<file path="config.mk">
export PLATFORM = sky130hd
export DESIGN_NAME = chaos_keystream_xor
export DESIGN_NICKNAME = d
export VERILOG_FILES = /design/src/rtl/chaos_keystream_xor.sv
export SDC_FILE = /design/constraint.sdc
export NUM_CORES = 1
export LEC_CHECK = 0
export ABC_AREA = 1
export CAP_MARGIN = 30
export CORE_ASPECT_RATIO = 1.2
export CORE_MARGIN = 3
export CORE_UTILIZATION = 42
export DETAILED_ROUTE_END_ITERATION = 12
export HOLD_SLACK_MARGIN = 0.06
export PLACE_DENSITY = 0.71
export SYNTH_ARGS = -nofsm -noshare
export SYNTH_HDL_FRONTEND = slang
export SYNTH_SLANG_ARGS = --single-unit
</file>
<file path="constraint.sdc">
create_clock -name clk -period 2.7 [get_ports clk]
set_input_delay 0.27 -clock clk [delete_from_list [all_inputs] [get_ports clk]]
set_output_delay 0.27 -clock clk [all_outputs]
set_load 0.05 [all_outputs]
</file>
<file path="src/rtl/chaos_keystream_xor.sv">
// Chaos-keyed pixel stream cipher: quantises generator samples into 32-bit key words,
// buffers them in a small FIFO and encrypts a length-programmed pixel frame with CBC-style chaining.
module chaos_keystream_xor #(
    parameter int          TOTAL_BITS = 32,
    parameter int          KEY_LSB    = 16,
    parameter int          KEY_DEPTH  = 4,
    parameter logic [7:0]  IV         = 8'h5A
) (
    input  logic                  clk,
    input  logic                  rst_n,
    output logic                  chaos_start,
    input  logic [TOTAL_BITS-1:0] x_seq,
    input  logic [TOTAL_BITS-1:0] y_seq,
    input  logic [TOTAL_BITS-1:0] z_seq,
    input  logic [TOTAL_BITS-1:0] w_seq,
    input  logic                  x_ap_valid,
    input  logic                  y_ap_valid,
    input  logic                  z_ap_valid,
    input  logic                  w_ap_valid,
    input  logic                  frame_start,
    input  logic [15:0]           cfg_len,
    input  logic [7:0]            s_data,
    input  logic                  s_valid,
    output logic                  s_ready,
    output logic [7:0]            m_data,
    output logic                  m_valid,
    input  logic                  m_ready,
    output logic                  m_last,
    output logic                  busy,
    output logic                  done
);

    localparam int AW = (KEY_DEPTH > 1) ? $clog2(KEY_DEPTH) : 1;
    localparam int CW = AW + 1;
    localparam logic [CW-1:0] DEPTH_C = CW'(KEY_DEPTH);

    typedef enum logic [1:0] {
        ST_IDLE = 2'd0,
        ST_RUN  = 2'd1,
        ST_DONE = 2'd2
    } state_t;

    function automatic logic [7:0] key_slice(input logic [TOTAL_BITS-1:0] sample);
        return sample[KEY_LSB +: 8];
    endfunction

    function automatic logic [7:0] key_byte_sel(input logic [31:0] word, input logic [1:0] idx);
        logic [7:0] b;
        case (idx)
            2'd0:    b = word[31:24];
            2'd1:    b = word[23:16];
            2'd2:    b = word[15:8];
            2'd3:    b = word[7:0];
            default: b = 8'h00;
        endcase
        return b;
    endfunction

    state_t          state_r;
    logic [31:0]     key_mem_r [KEY_DEPTH];
    logic [AW-1:0]   wr_ptr_r;
    logic [AW-1:0]   rd_ptr_r;
    logic [CW-1:0]   key_cnt_r;
    logic [1:0]      byte_idx_r;
    logic [7:0]      prev_c_r;
    logic [15:0]     pix_cnt_r;
    logic [15:0]     len_r;
    logic [7:0]      m_data_r;
    logic            m_valid_r;
    logic            m_last_r;
    logic            done_r;

    logic            all_valid_s;
    logic            push_s;
    logic            pop_s;
    logic            s_ready_s;
    logic            accept_s;
    logic [31:0]     key_word_s;
    logic [7:0]      key_byte_s;
    logic [7:0]      cipher_s;
    logic [15:0]     pix_next_s;
    logic            last_s;
    logic            out_done_s;
    logic            frame_go_s;
    logic            unused_bits_s;

    // Only the key slice of each sample is consumed; fold the rest so every input bit has a sink.
    assign unused_bits_s = ^{x_seq, y_seq, z_seq, w_seq};

    assign all_valid_s = x_ap_valid & y_ap_valid & z_ap_valid & w_ap_valid;
    assign push_s      = all_valid_s & (key_cnt_r < DEPTH_C);
    assign s_ready_s   = (state_r == ST_RUN) & (key_cnt_r != {CW{1'b0}}) & (~m_valid_r | m_ready);
    assign accept_s    = s_valid & s_ready_s;
    assign key_word_s  = key_mem_r[rd_ptr_r];
    assign key_byte_s  = key_byte_sel(key_word_s, byte_idx_r);
    assign cipher_s    = s_data ^ key_byte_s ^ prev_c_r;
    assign pix_next_s  = pix_cnt_r + 16'd1;
    assign last_s      = (pix_next_s == len_r);
    // The final pixel of a frame retires the head word even when only partly used.
    assign pop_s       = accept_s & ((byte_idx_r == 2'd3) | last_s);
    assign out_done_s  = ~m_valid_r | (m_valid_r & m_ready & m_last_r);
    assign frame_go_s  = (state_r == ST_IDLE) & frame_start;

    assign chaos_start = (key_cnt_r < DEPTH_C);
    assign s_ready     = s_ready_s;
    assign m_data      = m_data_r;
    assign m_valid     = m_valid_r;
    assign m_last      = m_last_r;
    assign busy        = (state_r != ST_IDLE);
    assign done        = done_r;

    // Key FIFO storage and write pointer.
    always_ff @(posedge clk or negedge rst_n) begin
        if (!rst_n) begin
            for (int i = 0; i < KEY_DEPTH; i++) begin
                key_mem_r[i] <= 32'h0000_0000;
            end
            wr_ptr_r <= {AW{1'b0}};
        end else if (push_s) begin
            key_mem_r[wr_ptr_r] <= {key_slice(x_seq), key_slice(y_seq),
                                    key_slice(z_seq), key_slice(w_seq)};
            wr_ptr_r            <= wr_ptr_r + {{(AW-1){1'b0}}, 1'b1};
        end else begin
            wr_ptr_r <= wr_ptr_r;
        end
    end

    // Key FIFO read pointer, occupancy and byte cursor within the head word.
    always_ff @(posedge clk or negedge rst_n) begin
        if (!rst_n) begin
            rd_ptr_r   <= {AW{1'b0}};
            key_cnt_r  <= {CW{1'b0}};
            byte_idx_r <= 2'd0;
        end else begin
            if (pop_s) begin
                rd_ptr_r <= rd_ptr_r + {{(AW-1){1'b0}}, 1'b1};
            end else begin
                rd_ptr_r <= rd_ptr_r;
            end
            case ({push_s, pop_s})
                2'b10:   key_cnt_r <= key_cnt_r + {{(CW-1){1'b0}}, 1'b1};
                2'b01:   key_cnt_r <= key_cnt_r - {{(CW-1){1'b0}}, 1'b1};
                default: key_cnt_r <= key_cnt_r;
            endcase
            if (pop_s) begin
                byte_idx_r <= 2'd0;
            end else if (accept_s) begin
                byte_idx_r <= byte_idx_r + 2'd1;
            end else begin
                byte_idx_r <= byte_idx_r;
            end
        end
    end

    // Frame bookkeeping: chaining value, pixel count and latched length.
    always_ff @(posedge clk or negedge rst_n) begin
        if (!rst_n) begin
            prev_c_r  <= IV;
            pix_cnt_r <= 16'd0;
            len_r     <= 16'd0;
        end else if (frame_go_s) begin
            prev_c_r  <= IV;
            pix_cnt_r <= 16'd0;
            len_r     <= cfg_len;
        end else if (accept_s) begin
            prev_c_r  <= cipher_s;
            pix_cnt_r <= pix_next_s;
            len_r     <= len_r;
        end else begin
            prev_c_r  <= prev_c_r;
            pix_cnt_r <= pix_cnt_r;
            len_r     <= len_r;
        end
    end

    // Cipher output register; held while the consumer stalls.
    always_ff @(posedge clk or negedge rst_n) begin
        if (!rst_n) begin
            m_data_r  <= 8'h00;
            m_valid_r <= 1'b0;
            m_last_r  <= 1'b0;
        end else if (accept_s) begin
            m_data_r  <= cipher_s;
            m_valid_r <= 1'b1;
            m_last_r  <= last_s;
        end else if (m_ready) begin
            m_data_r  <= m_data_r;
            m_valid_r <= 1'b0;
            m_last_r  <= 1'b0;
        end else begin
            m_data_r  <= m_data_r;
            m_valid_r <= m_valid_r;
            m_last_r  <= m_last_r;
        end
    end

    // Frame control FSM with the registered done pulse.
    always_ff @(posedge clk or negedge rst_n) begin
        if (!rst_n) begin
            state_r <= ST_IDLE;
            done_r  <= 1'b0;
        end else begin
            done_r <= 1'b0;
            case (state_r)
                ST_IDLE: begin
                    if (frame_start) begin
                        state_r <= (cfg_len == 16'd0) ? ST_DONE : ST_RUN;
                    end else begin
                        state_r <= ST_IDLE;
                    end
                end
                ST_RUN: begin
                    if (accept_s && last_s) begin
                        state_r <= ST_DONE;
                    end else begin
                        state_r <= ST_RUN;
                    end
                end
                ST_DONE: begin
                    if (out_done_s) begin
                        done_r  <= 1'b1;
                        state_r <= ST_IDLE;
                    end else begin
                        state_r <= ST_DONE;
                    end
                end
                default: begin
                    state_r <= ST_IDLE;
                end
            endcase
        end
    end

endmodule

</file>
==> summary.md <==
| Metric | Value |
|---|---|
| Routability congestion estimate from global placement | `0.827` |
| Top achievable clock speed | `344 MHz` |
| Initial drt markers | `489` |
| Clock tree from TritonCTS | `done` |
| Synthesis Warnings | `0` |
| Number of nets at the end of the flow | `between 1000 and 1500` |
| Worst slew slack as a fraction of its limit | `57.4%` |
| Remaining antenna violation count after routing | `0` |
| Post-detailed-route DRC marker count | `0` |
| Post-synthesis share of cell area spent on full adders, half adders and majority gates | `roughly 1.6%` |
| H-tree depth reported by CTS | `4` |
| Largest family of logic cells by synthesized area | `simple AND/OR/NAND/NOR gates` |
| Crit-path max cell delay | `0.42 ns` |
| Worst slack at placement | `-0.144 ns` |
| Synth Cell Area | `9340 um^2` |
| Final Power | `11500 uW` |
| Violations in the final reports | `negative setup slack` |
| Number of placed instances with taps included | `between 1000 and 1500` |
| Std-Cell Rows | `59` |
| Worst-case hold slack | `roughly 0.38 ns` |
| Post-Synth Simple-Gate Area | `17.0%` |
| Antenna cell count | `0` |
| Post-synthesis average cell area | `8.70 um^2` |
| Clock slew seen by the registers of the worst setup and hold paths | `0.08 ns` |
| Pleak | `0.00544 uW` |
| Width of the chip | `between 100 and 150 um` |
| Floorplan die area | `around 24000 um^2` |
| Worst path cell trace | `ha_4, nand2_4, nor2_4, nand3_2, nand2_2, buf_4, buf_4, nand3_1, nand2_1, nor2_1, nand2_1, nor2_2, nand2_2, nand2_2, nand2_2, inv_2, ha_4, inv_2, fa_2, a21oi_1, o21ai_1, xor2_1` |
| Number of maximum-capacitance violations | `0` |
| Max-slew violations | `0` |
| Sum of net half-perimeters after detailed placement | `15200 um` |
| Post-route design area | `11600 um^2` |
| Ports placed on the boundary | `roughly 180` |
| Final hold violation count | `0` |
| Final Critical Period | `about 2.9 ns` |
| Maximum number of pins on one net before global-route repair | `82` |
| Unrepaired setup endpoints after global routing | `yes` |
| Fin worst setup slack | `-0.210 ns` |
| Clock Tree Root | `sky130_fd_sc_hd__clkbuf_16` |
| Placeable core region | `21800 um^2` |
| Most common cell after layout, fill and taps aside | `sky130_fd_sc_hd__nand2_1` |
| Library cells used by synthesis | `32` |
| Synthesized instance count | `1073` |
| Highest net fanout along the worst path | `8` |
| Number of register bits inferred by synthesis | `between 150 and 200` |
| Data arrival, critical path | `between 3 and 4 ns` |
| Detailed-routing iteration count for the pre-antenna-repair pass | `5` |
| Vias/cell | `5.18` |
| Clk_lat worst skew | `roughly 0.43 ns` |
| Net Count, Synth | `1245` |
| Synth Area in Compound Gates | `13.3%` |
| Number of global-route vias before repair | `7569` |
| Run status | `finished with violations` |
| Most prevalent standard cell on the critical path | `sky130_fd_sc_hd__nand2_2` |
| Final setup violating endpoints | `2` |
| Number of CTS-inserted buffers | `17` |
| Cell Count, Final, Fillers Out | `roughly 1500` |
| Actual slew at the worst max-slew pin | `about 0.64 ns` |
| Post-synthesis xor/xnor area fraction | `2.64%` |
| Total via count after detailed routing | `7630` |
| Power density over cell area | `993 nW/um^2` |
| DP Area | `about 11000 um^2` |
| Syn-to-layout area delta | `23.9%` |
| Sinks on Clock Net | `190` |
| Total Routed Length | `22900 um` |
| Worst min path class | `input pin to asynchronous set/reset pin` |
| Global route total overflow | `0` |
| All-Layer GR Usage | `19.7%` |
| CP Launch Type | `flop` |
| Maximum vdd ir drop | `about 580 uV` |
| Post-detailed-route wirelength per cell | `15.6 um` |
| Count of input and output buffers | `78` |
| Post-route clock period utilization | `108%` |
| Count of fill cells added during filler insertion | `1953` |
| Initial Util | `42.9%` |
| Overall die height | `169 um` |
| First-pass GRT wire length | `38000 um` |
| Maximum clock insertion buffer count | `2` |
| Ratio of cells with drive above 1 in the final layout | `17.6%` |
| Most used cells in the layout excluding fill and tap cells | `256 x sky130_fd_sc_hd__nand2_1, 184 x sky130_fd_sc_hd__dfrtp_1, 159 x sky130_fd_sc_hd__o21ai_0` |
| Worst path slowest cell | `sky130_fd_sc_hd__dfrtp_1` |
| Critical Setup Path Class | `flop to flop` |
| Data required time at the worst endpoint | `about 3 ns` |
| Worst Setup End Kind | `flop` |
| Multiplexer share of the synthesized area | `7.84%` |
| Clock Skews | `0.00898 ns` |
| Seq/Total Area, Yosys | `51.0%` |
| Antenna violations before repair | `0` |
==> final cells by class <==
class                           count  area, um^2  area share [%]
Tap cell                          274         343            2.96
Multi-Input combinational cell    723        4090            35.3
Timing Repair Buffer              142        1380            11.9
Sequential cell                   190        4760            41.2
Clock inverter                     14         151            1.31
Inverter                          112         420            3.63
Clock buffer                       18         429            3.71
==> where the power goes <==
group	leakage (uW)	switching, uW	total (uW)	internal, uW
clock network	0.000279	1170	2480	1310
registers	0.00225	507	4230	3720
logic	0.00291	2880	4780	1900
==> flip-flops by register name (all words and copies together), names as in the netlist, 3 cells and up <==
name       count
len_r         16
key_cnt_r      3
prev_c_r       8
pix_cnt_r     16
m_data         8
key_mem_r    128
==> cell usage after synthesis, drive strengths merged <==
library cell    n  area [um^2]
a21oi          63          315
o211ai          3         22.5
nand3b          5         37.5
ha             10          125
nor4            4         25.0
xor2           18          158
nor2           44          205
fa              1         20.0
xnor2           5         43.8
dfstp           4          105
a31oi           1         6.26
o22ai           9         56.3
dfrtp         186         4650
clkinv          2         7.51
inv           110          413
xnor3           2         45.0
or2             3         18.8
nand3          40          200
o21ai         168          841
buf            20         97.6
mux2           65          732
nand2         271         1030
nand4          11         68.8
clkbuf         28          109
==> stage by stage <==
| stage | util (%) | setup TNS [ns] |
|---|---|---|
| global placement | 49.4 | -0.154 |
| global route | 53.1 | -0.726 |
| floorplan | - | 0 |
| detailed placement | 49.4 | -0.242 |
| CTS | 52.9 | -0.0799 |
| finish | 53.1 | -0.320 |
==> worst paths after layout <==
path	start	endpoint	slack, ns	cells after the start
min	rst_n	key_mem_r[85]	0.38	2
min reg2reg	key_cnt_r[0]	key_cnt_r[0]	0.48	1
max	pix_cnt_r[0]	key_cnt_r[2]	-0.21	22
max reg2reg	pix_cnt_r[0]	key_cnt_r[2]	-0.21	22
min in group clk	cfg_len[0]	len_r[0]	0.41	3
max in group asynchronous	rst_n	key_mem_r[93]	1.54	3
==> per-layer routing <==
metal / up-vias / wire (um) / GRT usage, %
met5: - / 0 / 0
met4: 0 / 317 / 5.47
met3: 23 / 908 / 3.30
met2: 185 / 11700 / 34.1
met1: 3688 / 9990 / 25.5
li1: 3734 / - / -
==> worst max-delay path: cells and delay by family (launching register included) <==
family                     cells  cell delay (ns)
DFF                            1             0.42
xor gates and xnor gates       1             0.14
buffers and inverters          4             0.36
AOI/OAI and AO/OA              2             0.21
adders and majority gates      3             0.65
and+or+nand+nor               12             1.01
==> repair_timing <==
item / 4_1_cts / 5_1_grt
hold buffers: 1 / 0
pin swaps: 2 / 4
setup endpoints to repair: 2 / 3
setup buffers: 16 / 2
resized for setup: 14 / 15
hold endpoints to repair: 60 / 0
==> kinds of logic after synthesis <==
kind of cell / Yosys count
flops: 190
xor+xnor: 25
mux: 65
fa+ha+maj: 11
simple gates: 378
buf+inv: 160
compound gates: 244
Power figures use the tool's default switching activity.
